<file path="src/rtl/alu_issuer.sv">
// ---------------------------------------------------------------------------
// alu_issuer
//
// Initiator side of the 32-bit combinational ALU. Commands are queued in a
// small FIFO, the FIFO head is registered onto the ALU operand/opcode inputs,
// and the ALU result is captured and returned in order on a valid/ready
// result channel. An accumulator register tracks the most recent result
// produced by a legal opcode.
//
// Optional feature (macro ALU_ISSUE_ACC_EN):
//   defined     - cmd_use_acc is stored per entry; when set, the accumulator
//                 replaces operand A at issue.
//   not defined - cmd_use_acc is ignored; operand A is always the stored A.
//
// Parameters:
//   DEPTH  command FIFO depth (power of two, >= 2)
//   PTR_W  FIFO pointer width, log2(DEPTH)
//
// Ports:
//   clk          system clock, rising edge
//   reset        synchronous active-low reset
//   cmd_valid    command offered
//   cmd_ready    FIFO not full
//   cmd_a/b      operands
//   cmd_op       opcode (000 add, 001 sub, 010 and, 011 or, 100 srl, 101 sra)
//   cmd_use_acc  use accumulator as operand A (ALU_ISSUE_ACC_EN only)
//   alu_a/b/op   registered ALU inputs
//   alu_c        ALU result (combinational from alu_a/b/op)
//   res_valid    result available
//   res_ready    consumer accepts result
//   res_data     registered result
//   res_err      result came from an illegal opcode (11x)
// ---------------------------------------------------------------------------
module alu_issuer #(
    parameter int DEPTH = 4,
    parameter int PTR_W = 2
) (
    input  logic        clk,
    input  logic        reset,
    input  logic        cmd_valid,
    output logic        cmd_ready,
    input  logic [31:0] cmd_a,
    input  logic [31:0] cmd_b,
    input  logic [2:0]  cmd_op,
    input  logic        cmd_use_acc,
    output logic [31:0] alu_a,
    output logic [31:0] alu_b,
    output logic [2:0]  alu_op,
    input  logic [31:0] alu_c,
    output logic        res_valid,
    input  logic        res_ready,
    output logic [31:0] res_data,
    output logic        res_err
);

    localparam logic [1:0] IDLE = 2'd0;
    localparam logic [1:0] EXEC = 2'd1;
    localparam logic [1:0] HOLD = 2'd2;

    localparam logic [PTR_W:0]   FULL_CNT = (PTR_W+1)'(DEPTH);
    localparam logic [PTR_W:0]   CNT_ONE  = (PTR_W+1)'(1);
    localparam logic [PTR_W-1:0] PTR_ONE  = PTR_W'(1);

    logic [1:0]       state;
    logic [PTR_W-1:0] wr_ptr;
    logic [PTR_W-1:0] rd_ptr;
    logic [PTR_W:0]   count;
    logic [31:0]      acc;

    logic [31:0] mem_a  [DEPTH];
    logic [31:0] mem_b  [DEPTH];
    logic [2:0]  mem_op [DEPTH];

    logic        push;
    logic        pop_en;
    logic [31:0] head_a;
    logic        illegal_op;

    assign cmd_ready  = (count != FULL_CNT);
    assign push       = cmd_valid && cmd_ready;
    // A new command may issue from IDLE, or from HOLD in the same edge that
    // the pending result is consumed.
    assign pop_en     = (count != '0) &&
                        ((state == IDLE) || ((state == HOLD) && res_ready));
    assign illegal_op = (alu_op[2:1] == 2'b11);

    // FIFO storage carries no reset; only pointers and count define occupancy.
    always_ff @(posedge clk) begin
        if (push) begin
            mem_a[wr_ptr]  <= cmd_a;
            mem_b[wr_ptr]  <= cmd_b;
            mem_op[wr_ptr] <= cmd_op;
        end
    end

`ifdef ALU_ISSUE_ACC_EN
    logic mem_acc [DEPTH];

    always_ff @(posedge clk) begin
        if (push) begin
            mem_acc[wr_ptr] <= cmd_use_acc;
        end
    end

    // EXEC (the only accumulator writer) never coincides with a pop, so the
    // registered accumulator is always the last committed result here.
    assign head_a = mem_acc[rd_ptr] ? acc : mem_a[rd_ptr];
`else
    logic unused_acc_bits;

    assign unused_acc_bits = ^{cmd_use_acc, acc};
    assign head_a          = mem_a[rd_ptr];
`endif

    always_ff @(posedge clk) begin
        if (!reset) begin
            wr_ptr <= '0;
            rd_ptr <= '0;
            count  <= '0;
        end else begin
            if (push) begin
                wr_ptr <= wr_ptr + PTR_ONE;
            end
            if (pop_en) begin
                rd_ptr <= rd_ptr + PTR_ONE;
            end
            case ({push, pop_en})
                2'b10:   count <= count + CNT_ONE;
                2'b01:   count <= count - CNT_ONE;
                default: ;
            endcase
        end
    end

    always_ff @(posedge clk) begin
        if (!reset) begin
            state     <= IDLE;
            alu_a     <= '0;
            alu_b     <= '0;
            alu_op    <= '0;
            res_valid <= 1'b0;
            res_data  <= '0;
            res_err   <= 1'b0;
            acc       <= '0;
        end else begin
            if (pop_en) begin
                alu_a  <= head_a;
                alu_b  <= mem_b[rd_ptr];
                alu_op <= mem_op[rd_ptr];
            end
            case (state)
                IDLE: begin
                    if (pop_en) begin
                        state <= EXEC;
                    end
                end
                EXEC: begin
                    res_data  <= alu_c;
                    res_err   <= illegal_op;
                    res_valid <= 1'b1;
                    if (!illegal_op) begin
                        acc <= alu_c;
                    end
                    state <= HOLD;
                end
                HOLD: begin
                    if (res_ready) begin
                        res_valid <= 1'b0;
                        state     <= pop_en ? EXEC : IDLE;
                    end
                end
                default: state <= IDLE;
            endcase
        end
    end

endmodule

</file>
<file path="config.mk">
export PLATFORM = sky130hd
export DESIGN_NAME = alu_issuer
export DESIGN_NICKNAME = d
export VERILOG_FILES = /design/src/rtl/alu_issuer.sv
export SDC_FILE = /design/constraint.sdc
export NUM_CORES = 1
export LEC_CHECK = 0
export ABC_AREA = 1
export BUFFER_PORTS_ARGS = -buffer_cell sky130_fd_sc_hd__buf_2
export CAP_MARGIN = 10
export CORE_MARGIN = 2
export CORE_UTILIZATION = 40
export CTS_BUF_LIST = sky130_fd_sc_hd__clkbuf_2 sky130_fd_sc_hd__clkbuf_4 sky130_fd_sc_hd__clkbuf_8
export CTS_CLUSTER_DIAMETER = 100
export CTS_CLUSTER_SIZE = 25
export DETAILED_ROUTE_END_ITERATION = 10
export GPL_TIMING_DRIVEN = 0
export PLACE_DENSITY_LB_ADDON = 0.15
export SLEW_MARGIN = 10
export SYNTH_ARGS = -nofsm -noshare
export SYNTH_HDL_FRONTEND = slang
export SYNTH_SLANG_ARGS = --single-unit
</file>
<file path="constraint.sdc">
create_clock -name clk -period 5.2 [get_ports clk]
set_input_delay 0.52 -clock clk [delete_from_list [all_inputs] [get_ports clk]]
set_output_delay 0.52 -clock clk [all_outputs]
set_load 0.03 [all_outputs]
</file>
==> flow_summary.ini <==
[outcome]
status = finished clean

[global_routing]
grtUsageTotal_pct = 18.3
grt_pass1_vias = 10633
antenna_found_initial = 4
grt_pass1_wl_mm = 58.3
grt-ovfl-total = 0
grt_max_degree = 27

[drt]
drc = 0
firstDrtPassIters = 5
wl_per_cell_um = 15.3
routed_via_density = 4.41
vias = 10845
wirelength_mm = 37.6
drt_iter0_markers = 659
ant_nets = 0

[timing]
final_max_slew_viol_count = 0
maxClockFrequency_mhz = 420
tightestPinTransition_ns = 0.847
clock_skew_ns = 0.0396
period_minus_slack_ns = 2.38
min_period_over_period_pct = 45.7
hold_viol = 0
rsz0062_at_grt = no
finalSetupViolCount = 0
slew_headroom_pct = 43.5

[final_layout]
nNetsFinal = 2039
final_cell_mix = nand2_1, inv_1, edfxtp_1
finish.utilization_pct = 46.5
drive_gt1_share_pct = 15.6
final_common_cell = nand2_1
area_delta_synth_final_pct = 15.1
nFillCells = 3815
fin_area_um2 = 17900

[floorplan]
io_pins = 206
fp.dieW_um = 201
start_util_pct = 40.4
rows = 72
die_h_um = 201
die_area_um2 = 40500
core_um2 = 38600

[placement]
place_congestion = 0.854
place_area_um2 = 17500
io_buffers = 203
post-dp-hpwl_mm = 25.0

[yosys]
postSynthCellCount = 1693
synth.avg_cell_area_um2 = 9.20
yosys_warnings = 0
synthDistinctLibCells = 19
seq_area_frac_synth_pct = 65.8
mappedNetlistNets = 1803
ys_ff_latch = 378
netlist_area_um2 = 15600

[worst_setup_path]
crit_path_start_kind = flip-flop
reg2reg_depth = 6
rr_endpoint = mem_a[3][22]
path_max_fanout = 19
worst-endpoint-required_ns = 5.51
critPathCaptureType = flip-flop
r2r-start = count[1]
r2r_slack_ns = 2.82
arrival_ns = 2.68
crit_type = flip-flop to flip-flop

[hold_path]
worstHoldStart = cmd_b[10]
min_to = mem_b[0][10]
hold_class = primary input to flip-flop
hold-path-cell-count = 1

[power]
power.leakage_nw = 8.64
pwr_density_cell_nw_per_um2 = 539
p_sw_mw = 4.16
p_sw_share_pct = 43.1
vdd_drop_max_uv = 232
combPwrFrac_pct = 44.2
p_clk_share_pct = 14.0
internal_power_mw = 5.49
p_seq_share_pct = 41.8

[cts]
clk_latency_ns = 0.58
clkTransAtPathRegs_ns = 0.16
cts_tree = yes
cts_resized = 0
clk_path_buf_depth = 3
cts_made_buffers = 19
ctsHoldBuffers = 0
cts_root_buffer = clkbuf_8
cts.sinks = 378
ctsHtreeMaxLevel = 1
post_cts_buffers = 0

[job]
cap_viol_max_count = 0
[worst max-delay path, cell delays in order, from the launching register on]
cell and delay, ns:
dfxtp_1 0.36, inv_1 0.08, nand3_1 0.17, nand2_1 0.33
nor2_4 0.69, buf_12 0.28, buf_16 0.17
[cell usage after synthesis]
library cell	count	area share, %
nand2_1	484	12
inv_1	351	8.5
edfxtp_1	268	52
nor2_1	207	5.0
nand3_1	144	4.6
dfxtp_1	110	14
buf_2	37	1.2
o21ai_0	31	1.0
clkbuf_1	23	0.55
buf_4	9	0.43
a21oi_1	8	0.26
buf_1	6	0.14
ha_1	5	0.40
inv_2	3	0.072
o21ai_1	3	0.096
a21oi_2	1	0.056
clkbuf_2	1	0.032
fa_1	1	0.13
nor2_2	1	0.040
[logic make-up after synthesis]
kind of cell | count (synthesis) | synth area share, %
buffers and inverters | 430 | 10.9
AO/OA/AOI/OAI | 43 | 1.41
adder cells (fa/ha/maj) | 6 | 0.530
flip-flops | 378 | 65.8
AND/OR/NAND/NOR | 836 | 21.3
[worst max-delay path by stage]
stage / depth (start not counted) / slack, ns / end / from
CTS: 6 / 2.80 / mem_a[3][22] / count[1]
global route: 6 / 2.69 / mem_a[3][18] / count[1]
finish: 6 / 2.82 / mem_a[3][22] / count[1]
global placement: 3 / -1.72 / mem_a[3][9] / cmd_valid
floorplan: 4 / 0.95 / mem_a[0][0] / count[1]
detailed placement: 5 / 2.79 / mem_b[3][6] / cmd_valid
[stage by stage]
| step | setup slack (ns) | instances | power (mW) | setup TNS (ns) | hold WS (ns) |
|---|---|---|---|---|---|
| global placement | -1.72 | 2414 | 8.35 | -430.22 | 0.454 |
| finish | 2.82 | 2460 | 9.65 | 0 | 0.131 |
| detailed placement | 2.79 | 2426 | 8.42 | 0 | 0.454 |
| CTS | 2.80 | 2459 | 9.78 | 0 | 0.0846 |
| floorplan | 0.948 | 1693 | 7.01 | 0 | 0.474 |
| global route | 2.69 | 2459 | 10.4 | 0 | 0.0856 |
[area by class of cell]
type | instances | area (um^2) | area share (%)
inverter | 354 | 1330 | 7.42
sequential | 378 | 10200 | 57.2
buffer | 76 | 367 | 2.05
clock buffer | 31 | 352 | 1.96
timing repair buffer | 215 | 1280 | 7.14
tap | 518 | 648 | 3.62
antenna | 1 | 2.50 | 0.0140
multi-input combinational | 885 | 3650 | 20.4
clock inverter | 2 | 33.8 | 0.189
[per-layer routing]
| metal | track usage (%) | part of all wire, % | routed length, um |
|---|---|---|---|
| met2 | 32.7 | 48 | 18100 |
| met3 | 2.69 | 4.8 | 1790 |
| met4 | 3.52 | 1.3 | 496 |
| met1 | 23.9 | 46 | 17200 |
| met5 | 0 | 0.085 | 32 |
[state kept, by name, summed over array words and instances (netlist names)]
signal,cells
alu_a,32
alu_b,32
alu_op,3
count,3
mem_a,128
mem_b,128
mem_op,12
rd_ptr,2
res_data,32
res_err,1
res_valid,1
state,2
wr_ptr,2
[power by group through the flow]
| stage | logic (mW) | clock network (mW) | registers (mW) |
|---|---|---|---|
| global route | 4.75 | 1.51 | 4.10 |
| floorplan | 2.17 | 0 | 4.84 |
| finish | 4.27 | 1.35 | 4.03 |
| detailed placement | 4.32 | 0 | 4.10 |
| CTS | 4.34 | 1.41 | 4.03 |
| global placement | 4.22 | 0 | 4.12 |
Power figures use the tool's default switching activity.
